[src/rtl/div_seq_ctrl.sv]
// Iterative radix-2 restoring divider controller for DIV/DIVU in the execute stage.
// Optional macro DIV_ZERO_FAST_EN: a zero divisor skips the iteration phase and finishes straight from PREP.
module div_seq_ctrl #(
    parameter int WIDTH = 32,
    parameter int CNT_W = 6
) (
    input  logic             clk,
    input  logic             rst,
    input  logic             start,
    input  logic             is_signed,
    input  logic [WIDTH-1:0] dividend,
    input  logic [WIDTH-1:0] divisor,
    input  logic             flush,
    output logic             busy,
    output logic             done,
    output logic [WIDTH-1:0] quotient,
    output logic [WIDTH-1:0] remainder,
    output logic             div_by_zero
);

    typedef enum logic [2:0] {
        S_IDLE = 3'd0,
        S_PREP = 3'd1,
        S_CALC = 3'd2,
        S_FIX  = 3'd3,
        S_DONE = 3'd4
    } state_e;

    localparam logic [CNT_W-1:0] CNT_LAST = CNT_W'(WIDTH - 1);
    localparam logic [CNT_W-1:0] CNT_ONE  = {{(CNT_W-1){1'b0}}, 1'b1};
    localparam logic [WIDTH-1:0] W_ONE    = {{(WIDTH-1){1'b0}}, 1'b1};
    localparam logic [WIDTH-1:0] W_ZERO   = {WIDTH{1'b0}};
    localparam logic [WIDTH-1:0] W_ONES   = {WIDTH{1'b1}};

    function automatic logic [WIDTH-1:0] cond_neg(input logic [WIDTH-1:0] v, input logic neg);
        logic [WIDTH-1:0] r;
        if (neg) begin
            r = ~v + W_ONE;
        end else begin
            r = v;
        end
        return r;
    endfunction

    state_e           state_q, state_d;
    logic [CNT_W-1:0] cnt_q, cnt_d;
    logic [WIDTH-1:0] rem_q, rem_d;
    logic [WIDTH-1:0] quo_q, quo_d;
    logic [WIDTH-1:0] dvsr_q, dvsr_d;
    logic [WIDTH-1:0] dvnd_q, dvnd_d;
    logic             sgn_q, sgn_d;
    logic             neg_quo_q, neg_quo_d;
    logic             neg_rem_q, neg_rem_d;
    logic             dz_q, dz_d;
    logic [WIDTH-1:0] quotient_q, quotient_d;
    logic [WIDTH-1:0] remainder_q, remainder_d;
    logic             dbz_q, dbz_d;
    logic             busy_q, busy_d;
    logic             done_q, done_d;

    logic [WIDTH:0]   rem_sh_s;
    logic [WIDTH:0]   trial_s;

    // Next-state, datapath and output computation
    always_comb begin
        state_d     = state_q;
        cnt_d       = cnt_q;
        rem_d       = rem_q;
        quo_d       = quo_q;
        dvsr_d      = dvsr_q;
        dvnd_d      = dvnd_q;
        sgn_d       = sgn_q;
        neg_quo_d   = neg_quo_q;
        neg_rem_d   = neg_rem_q;
        dz_d        = dz_q;
        quotient_d  = quotient_q;
        remainder_d = remainder_q;
        dbz_d       = dbz_q;
        // Shifted partial remainder keeps the bit pushed out of rem so the trial never wraps.
        rem_sh_s    = {rem_q, quo_q[WIDTH-1]};
        trial_s     = rem_sh_s - {1'b0, dvsr_q};

        if (flush) begin
            state_d = S_IDLE;
        end else begin
            case (state_q)
                S_IDLE, S_DONE: begin
                    if (start) begin
                        dvnd_d    = dividend;
                        dvsr_d    = divisor;
                        sgn_d     = is_signed;
                        neg_quo_d = is_signed & (dividend[WIDTH-1] ^ divisor[WIDTH-1]);
                        neg_rem_d = is_signed & dividend[WIDTH-1];
                        dz_d      = (divisor == W_ZERO);
                        state_d   = S_PREP;
                    end else begin
                        state_d   = S_IDLE;
                    end
                end
                S_PREP: begin
                    quo_d  = cond_neg(dvnd_q, sgn_q & dvnd_q[WIDTH-1]);
                    dvsr_d = cond_neg(dvsr_q, sgn_q & dvsr_q[WIDTH-1]);
                    rem_d  = W_ZERO;
                    cnt_d  = {CNT_W{1'b0}};
`ifdef DIV_ZERO_FAST_EN
                    if (dz_q) begin
                        quotient_d  = W_ONES;
                        remainder_d = dvnd_q;
                        dbz_d       = 1'b1;
                        state_d     = S_DONE;
                    end else begin
                        state_d     = S_CALC;
                    end
`else
                    state_d = S_CALC;
`endif
                end
                S_CALC: begin
                    if (!trial_s[WIDTH]) begin
                        rem_d = trial_s[WIDTH-1:0];
                        quo_d = {quo_q[WIDTH-2:0], 1'b1};
                    end else begin
                        rem_d = rem_sh_s[WIDTH-1:0];
                        quo_d = {quo_q[WIDTH-2:0], 1'b0};
                    end
                    cnt_d = cnt_q + CNT_ONE;
                    if (cnt_q == CNT_LAST) begin
                        state_d = S_FIX;
                    end else begin
                        state_d = S_CALC;
                    end
                end
                S_FIX: begin
                    // Zero divisor results override whatever the iterations produced.
                    if (dz_q) begin
                        quotient_d  = W_ONES;
                        remainder_d = dvnd_q;
                        dbz_d       = 1'b1;
                    end else begin
                        quotient_d  = cond_neg(quo_q, neg_quo_q);
                        remainder_d = cond_neg(rem_q, neg_rem_q);
                        dbz_d       = 1'b0;
                    end
                    state_d = S_DONE;
                end
                default: begin
                    state_d = S_IDLE;
                end
            endcase
        end

        busy_d = (state_d == S_PREP) || (state_d == S_CALC) || (state_d == S_FIX);
        done_d = (state_d == S_DONE);
    end

    // State and datapath registers
    always_ff @(posedge clk or posedge rst) begin
        if (rst) begin
            state_q     <= S_IDLE;
            cnt_q       <= {CNT_W{1'b0}};
            rem_q       <= W_ZERO;
            quo_q       <= W_ZERO;
            dvsr_q      <= W_ZERO;
            dvnd_q      <= W_ZERO;
            sgn_q       <= 1'b0;
            neg_quo_q   <= 1'b0;
            neg_rem_q   <= 1'b0;
            dz_q        <= 1'b0;
            quotient_q  <= W_ZERO;
            remainder_q <= W_ZERO;
            dbz_q       <= 1'b0;
            busy_q      <= 1'b0;
            done_q      <= 1'b0;
        end else begin
            state_q     <= state_d;
            cnt_q       <= cnt_d;
            rem_q       <= rem_d;
            quo_q       <= quo_d;
            dvsr_q      <= dvsr_d;
            dvnd_q      <= dvnd_d;
            sgn_q       <= sgn_d;
            neg_quo_q   <= neg_quo_d;
            neg_rem_q   <= neg_rem_d;
            dz_q        <= dz_d;
            quotient_q  <= quotient_d;
            remainder_q <= remainder_d;
            dbz_q       <= dbz_d;
            busy_q      <= busy_d;
            done_q      <= done_d;
        end
    end

    assign busy        = busy_q;
    assign done        = done_q;
    assign quotient    = quotient_q;
    assign remainder   = remainder_q;
    assign div_by_zero = dbz_q;

endmodule

[config.mk]
export PLATFORM = sky130hd
export DESIGN_NAME = div_seq_ctrl
export DESIGN_NICKNAME = d
export VERILOG_FILES = /design/src/rtl/div_seq_ctrl.sv
export SDC_FILE = /design/constraint.sdc
export NUM_CORES = 1
export LEC_CHECK = 0
export CAP_MARGIN = 20
export CORE_ASPECT_RATIO = 1.4
export CORE_MARGIN = 2
export CORE_UTILIZATION = 42
export CTS_CLUSTER_DIAMETER = 50
export DETAILED_ROUTE_END_ITERATION = 8
export GPL_TIMING_DRIVEN = 1
export PLACE_DENSITY = 0.76
export REMOVE_ABC_BUFFERS = 1
export SLEW_MARGIN = 30
export SYNTH_ARGS = -nofsm -noshare
export SYNTH_HDL_FRONTEND = slang
export SYNTH_SLANG_ARGS = --single-unit
[constraint.sdc]
create_clock -name clk -period 5.8 [get_ports clk]
set_clock_uncertainty 0.1 [all_clocks]
set_input_delay 0.58 -clock clk [delete_from_list [all_inputs] [get_ports clk]]
set_output_delay 0.58 -clock clk [all_outputs]
set_load 0.005 [all_outputs]
== Yosys cells after proc, flatten, opt, wreduce, memory -nomap -nowiden ==
Cells that the tools add are included.

* Register bits after elaboration: 208
* Word-level logic and storage cells: 71

* $add $sub $neg: 6
* Equality and inequality tests: 11
* Multiplexer cells: 18
* Bitwise operators: 10
* Reduce and logical (&&, ||, !) cells: 11

{| class="wikitable"
|+ Operators by type and width
! operator !! count
|-
| $mux 32 || 8
|-
| $pmux 32 s2 || 3
|-
| $add 32x1->32 const B || 4
|-
| $not 32->32 || 4
|-
| $sub 33x32->33 || 1
|-
| $logic_not 32->1 || 1
|-
| $eq 3x2->1 const B || 4
|-
| $pmux 3 s4 || 1
|-
| $pmux 6 s2 || 1
|-
| $add 6x1->6 const B || 1
|-
| $eq 3x1->1 const B || 2
|-
| $eq 3x3->1 const B || 2
|-
| $eq 6x5->1 const B || 1
|-
| $and 1x1->1 || 4
|-
| $mux 1 || 4
|-
| $ne 2x2->1 const B || 2
|-
| $reduce_and 2->1 || 2
|-
| $reduce_and 4->1 || 1
|-
| $reduce_bool 2->1 || 2
|-
| $logic_not 3->1 || 1
|-
| $mux 3 || 1
|-
| $reduce_and 3->1 || 1
|-
| $logic_or 1x1->1 || 2
|-
| $reduce_or 2->1 || 1
|-
| other kinds (2) || 2
|}

== Depth between registers and ports, before layout ==
* Depth after elaboration: 7
* Depth in mapped cells: 13
* Mapped depth without buffers: 12

== Worst setup path before layout ==
No wires, ideal clock.

* Path kind: flip-flop to flip-flop
* From: register rem_q[18]
* To: register rem_q[0]
* Setup time: 0.122 ns
* Arrival: 2.980 ns
* Required time: 5.578 ns
* Path slack: 2.598 ns
* Cell stages (with the launch flop): 12
* Buffers on the path: 2
* Clock period less this slack: 3.202 ns
* Cells stage by stage: dfrtp_1 -> ha_1 -> clkbuf_1 -> a21oi_1 -> o21ai_0 -> a221o_1 -> a31oi_1 -> o21ai_1 -> xnor2_1 -> clkbuf_1 -> nand2_1 -> a32o_1

* Word-level cells in the longest chain between the ends: 3

{| class="wikitable"
|+ Ends and longest elaborated chain
! element !! line !! RTL
|-
| start, declared || 47 || <nowiki>logic [WIDTH-1:0] rem_q, rem_d;</nowiki>
|-
| start signal, assigned || 177 || <nowiki>rem_q <= rem_d;</nowiki>
|-
| $sub 33x32->33 || 81 || <nowiki>trial_s = rem_sh_s - {1'b0, dvsr_q};</nowiki>
|-
| $mux 32 || 119 || <nowiki>if (!trial_s[WIDTH]) begin</nowiki>
|-
| $pmux 32 s2 || 86 || <nowiki>case (state_q)</nowiki>
|}

No other way between the ends.
A chain may end at the register's enable or synchronous reset.

== Worst setup path in the final report ==
* From: register quo_q[31]
* To: register rem_q[1]

* Word-level cells in the longest chain between the ends: 3

{| class="wikitable"
|+ Ends and longest elaborated chain
! element !! line !! RTL
|-
| start, declared || 48 || <nowiki>logic [WIDTH-1:0] quo_q, quo_d;</nowiki>
|-
| start signal, assigned || 178 || <nowiki>quo_q <= quo_d;</nowiki>
|-
| $sub 33x32->33 || 81 ||
|-
| $mux 32 || 119 ||
|-
| $pmux 32 s2 || 86 ||
|}

No other way between the ends.

==> flow_summary.ini <==
[status]
status = completed

[timing]
max_slew_margin_pct = 40.0
rsz0062_at_grt = no
period_share_pct = 64.7
setup_viol_count_final = 0
slew_violations = 0
period_needed_ps = 3760
setup_slack_ps = 2040
fmax_mhz = 266
worst_slew_pin_slew_ps = 900
finalHoldViolCount = 0
hold_slack_ps = 372

[synthesis]
synth_xor_area_share_pct = 7.68
synth_compound_area_share_pct = 21.3
synthFlopType = dfrtp_1
synth_area_leader_cell = dfrtp_1
synth_top_area_share_pct = 40.1
syn_inst = 1544
postSynthAreaPerCell_sq_um = 8.42
synthMuxAreaShare_pct = 3.23
yosys.area_share.simple_pct = 19.8
ys_seq_elements = 208
synthArstFlopShare_pct = 100
syn_area_sq_mm = 0.0130
synthAdderAreaFrac_pct = 3.72
yosys_warnings = 0
synth_edf_count = 0
yosys-top-cells-area = dfrtp_1 40%, a21oi_1 5.9%, o21ai_0 5.8%
synth_top_family_by_area = compound AO/OA/AOI/OAI gates
seq_area_frac_synth_pct = 40.1
synth_cell_types = 64

[worst_setup_path]
arrival_ps = 4050
worstPathMaxFanout = 31
critPathCaptureType = flip-flop
start_kind = flip-flop
cp_data_required_time_ps = 6100
reg2regPathDepth = 13
path_class = reg -> reg

[routing]
drt-initial-drc-count = 829
top_layer = met4
wl_met3_mm = 1.78
wl_per_cell_um = 17.5
drt_drc_violations_left = 0
met1_length_mm = 14.4
routed_wl_mm = 35.7
via_count = 11900
dr_wl_met2_mm = 18.0
postRouteAntennaNets = 0
vias_per_cell = 5.82
drt-pass1-iter-count = 8

[worst_hold_path]
holdPathStages = 2
hold_path.class = reg -> reg

[floorplan]
start_util_pct = 42.4
io_pins = 136
rows = 76
dieArea_sq_mm = 0.0324
die_y_um = 212
die_x_um = 153
coreArea_sq_mm = 0.0306

[placement]
dp.final_hpwl_mm = 26.4
pre_cts_slack_ps = 2050
place.gp.congestion = 0.874
io_buffers = 135

[cts]
clk_latency_ps = 520
cts_tree = done
clock_sinks = 208
cts_buffers = 23
root_buffer = clkbuf_16
clk_path_buf_depth = 3
clk_pin_slew_worst_paths_ps = 60
cts_resized = 0
postCtsSetupRepairBufs = 0
cts-hold-fix-buffers = 0
htree_levels = 1

[cells_and_area]
finish.utilization_pct = 50.5
n_antenna_cell = 0
syn_to_final_growth_pct = 19.0
layout-drive-gt1-share_pct = 7.10
nNetsFinal = 1739

[grt]
grt_antenna_before_repair = 0
gr-usage-all-layers_pct = 21.7
grt_overflow = 0
grt_max_degree = 130
grt_pass1_vias = 11600
grt_pass1_wl_mm = 58.5

[power]
power_mw = 5.60
pwr_density_cell_mw_per_mm2 = 362
vdd_ir_drop_max_uv = 215
p_leak_nw = 6.66

[job]
maxCapViolations = 0
## cells in the mapped netlist, types with 13 or more instances
cell,instances
dfrtp_1,208
nor3_1,32
o22ai_1,20
mux2_2,31
nand2b_1,16
nor4_1,18
a21oi_1,154
or3_1,25
nand4_1,21
xnor2_1,43
ha_1,37
o21ai_0,151
xor2_1,71
nor2_1,132
nand3_1,66
a21o_1,16
clkbuf_1,81
o31ai_1,22
nand2_1,167
and3_1,13
inv_1,57
## path summary, 6_finish.rpt
path	slack [ps]	endpoint	startpoint
max in group asynchronous	4060	rem_q[21]	rst
hold / removal	370	quotient[24]	quotient[24]
setup / recovery	2040	rem_q[1]	quo_q[31]
min in group asynchronous	490	dvsr_q[2]	rst
hold reg to reg	370	quotient[24]	quotient[24]
setup reg to reg	2040	rem_q[1]	quo_q[31]
## flip-flops by register name (all words and copies together) (netlist names)
name,flops
sgn_q,1
rem_q,32
dvnd_q,32
neg_quo_q,1
cnt_q,6
dvsr_q,32
done,1
remainder,32
busy,1
quotient,32
neg_rem_q,1
quo_q,32
state_q,3
div_by_zero,1
dz_q,1
## worst max-delay path, stage by stage, from the launching register on
cell and delay [ps]:
dfrtp_1 350, inv_1 120, ha_1 260, fa_1 380
nand2b_1 190, a21oi_1 200, o21ai_0 170, nand2_1 220
a31oi_1 220, o21ai_1 480, xnor2_2 210, buf_4 350
nand2_1 90, a32o_1 270
## logic make-up after synthesis
kind of cell | count (synthesis)
flops | 208
fa+ha+maj | 38
simple gates | 536
buf+inv | 146
mux | 38
xor+xnor | 114
compound gates | 464
## per-layer routing
layer / vias to the layer above / track usage (%)
met5: - / 0
met4: 0 / 10.3
met3: 83 / 2.30
met2: 350 / 39.3
met1: 5691 / 25.9
li1: 5732 / -
## cell usage in the layout (no fill, tap or decap), types with 31 or more instances in the layout
master           count
mux2_2              31
nor2_1             128
inv_1               56
ha_1                37
o21ai_0            151
dfrtp_1            206
a21oi_1            154
nor3_1              32
nand2_1            167
xnor2_1             42
nand3_1             66
clkdlybuf4s50_1    135
xor2_1              71
## through the flow
stage               instances  area (sq um)  setup TNS [ps]
floorplan                1455         12700         -116650
global placement         1996         14700               0
detailed placement       1996         14700               0
CTS                      2037         15500               0
global route             2038         15500               0
finish                   2038         15500               0
## layout make-up
class / count / area (sq um)
Fill cell: 2796 / 15100
Sequential cell: 208 / 5210
Tap cell: 390 / 488
Timing Repair Buffer: 152 / 1480
Clock buffer: 28 / 634
Clock inverter: 13 / 140
Multi-Input combinational cell: 1190 / 7290
Inverter: 57 / 226
## report_power, final
group	internal, mW	total, mW	leakage, nW	switching (mW)
Combinational	0.894	1.82	3.66	0.927
Clock	0.875	1.50	0.370	0.622
Sequential	1.82	2.28	2.63	0.460
Total	3.59	5.60	6.66	2.01
No activity file was read; power rests on OpenSTA's default activity.
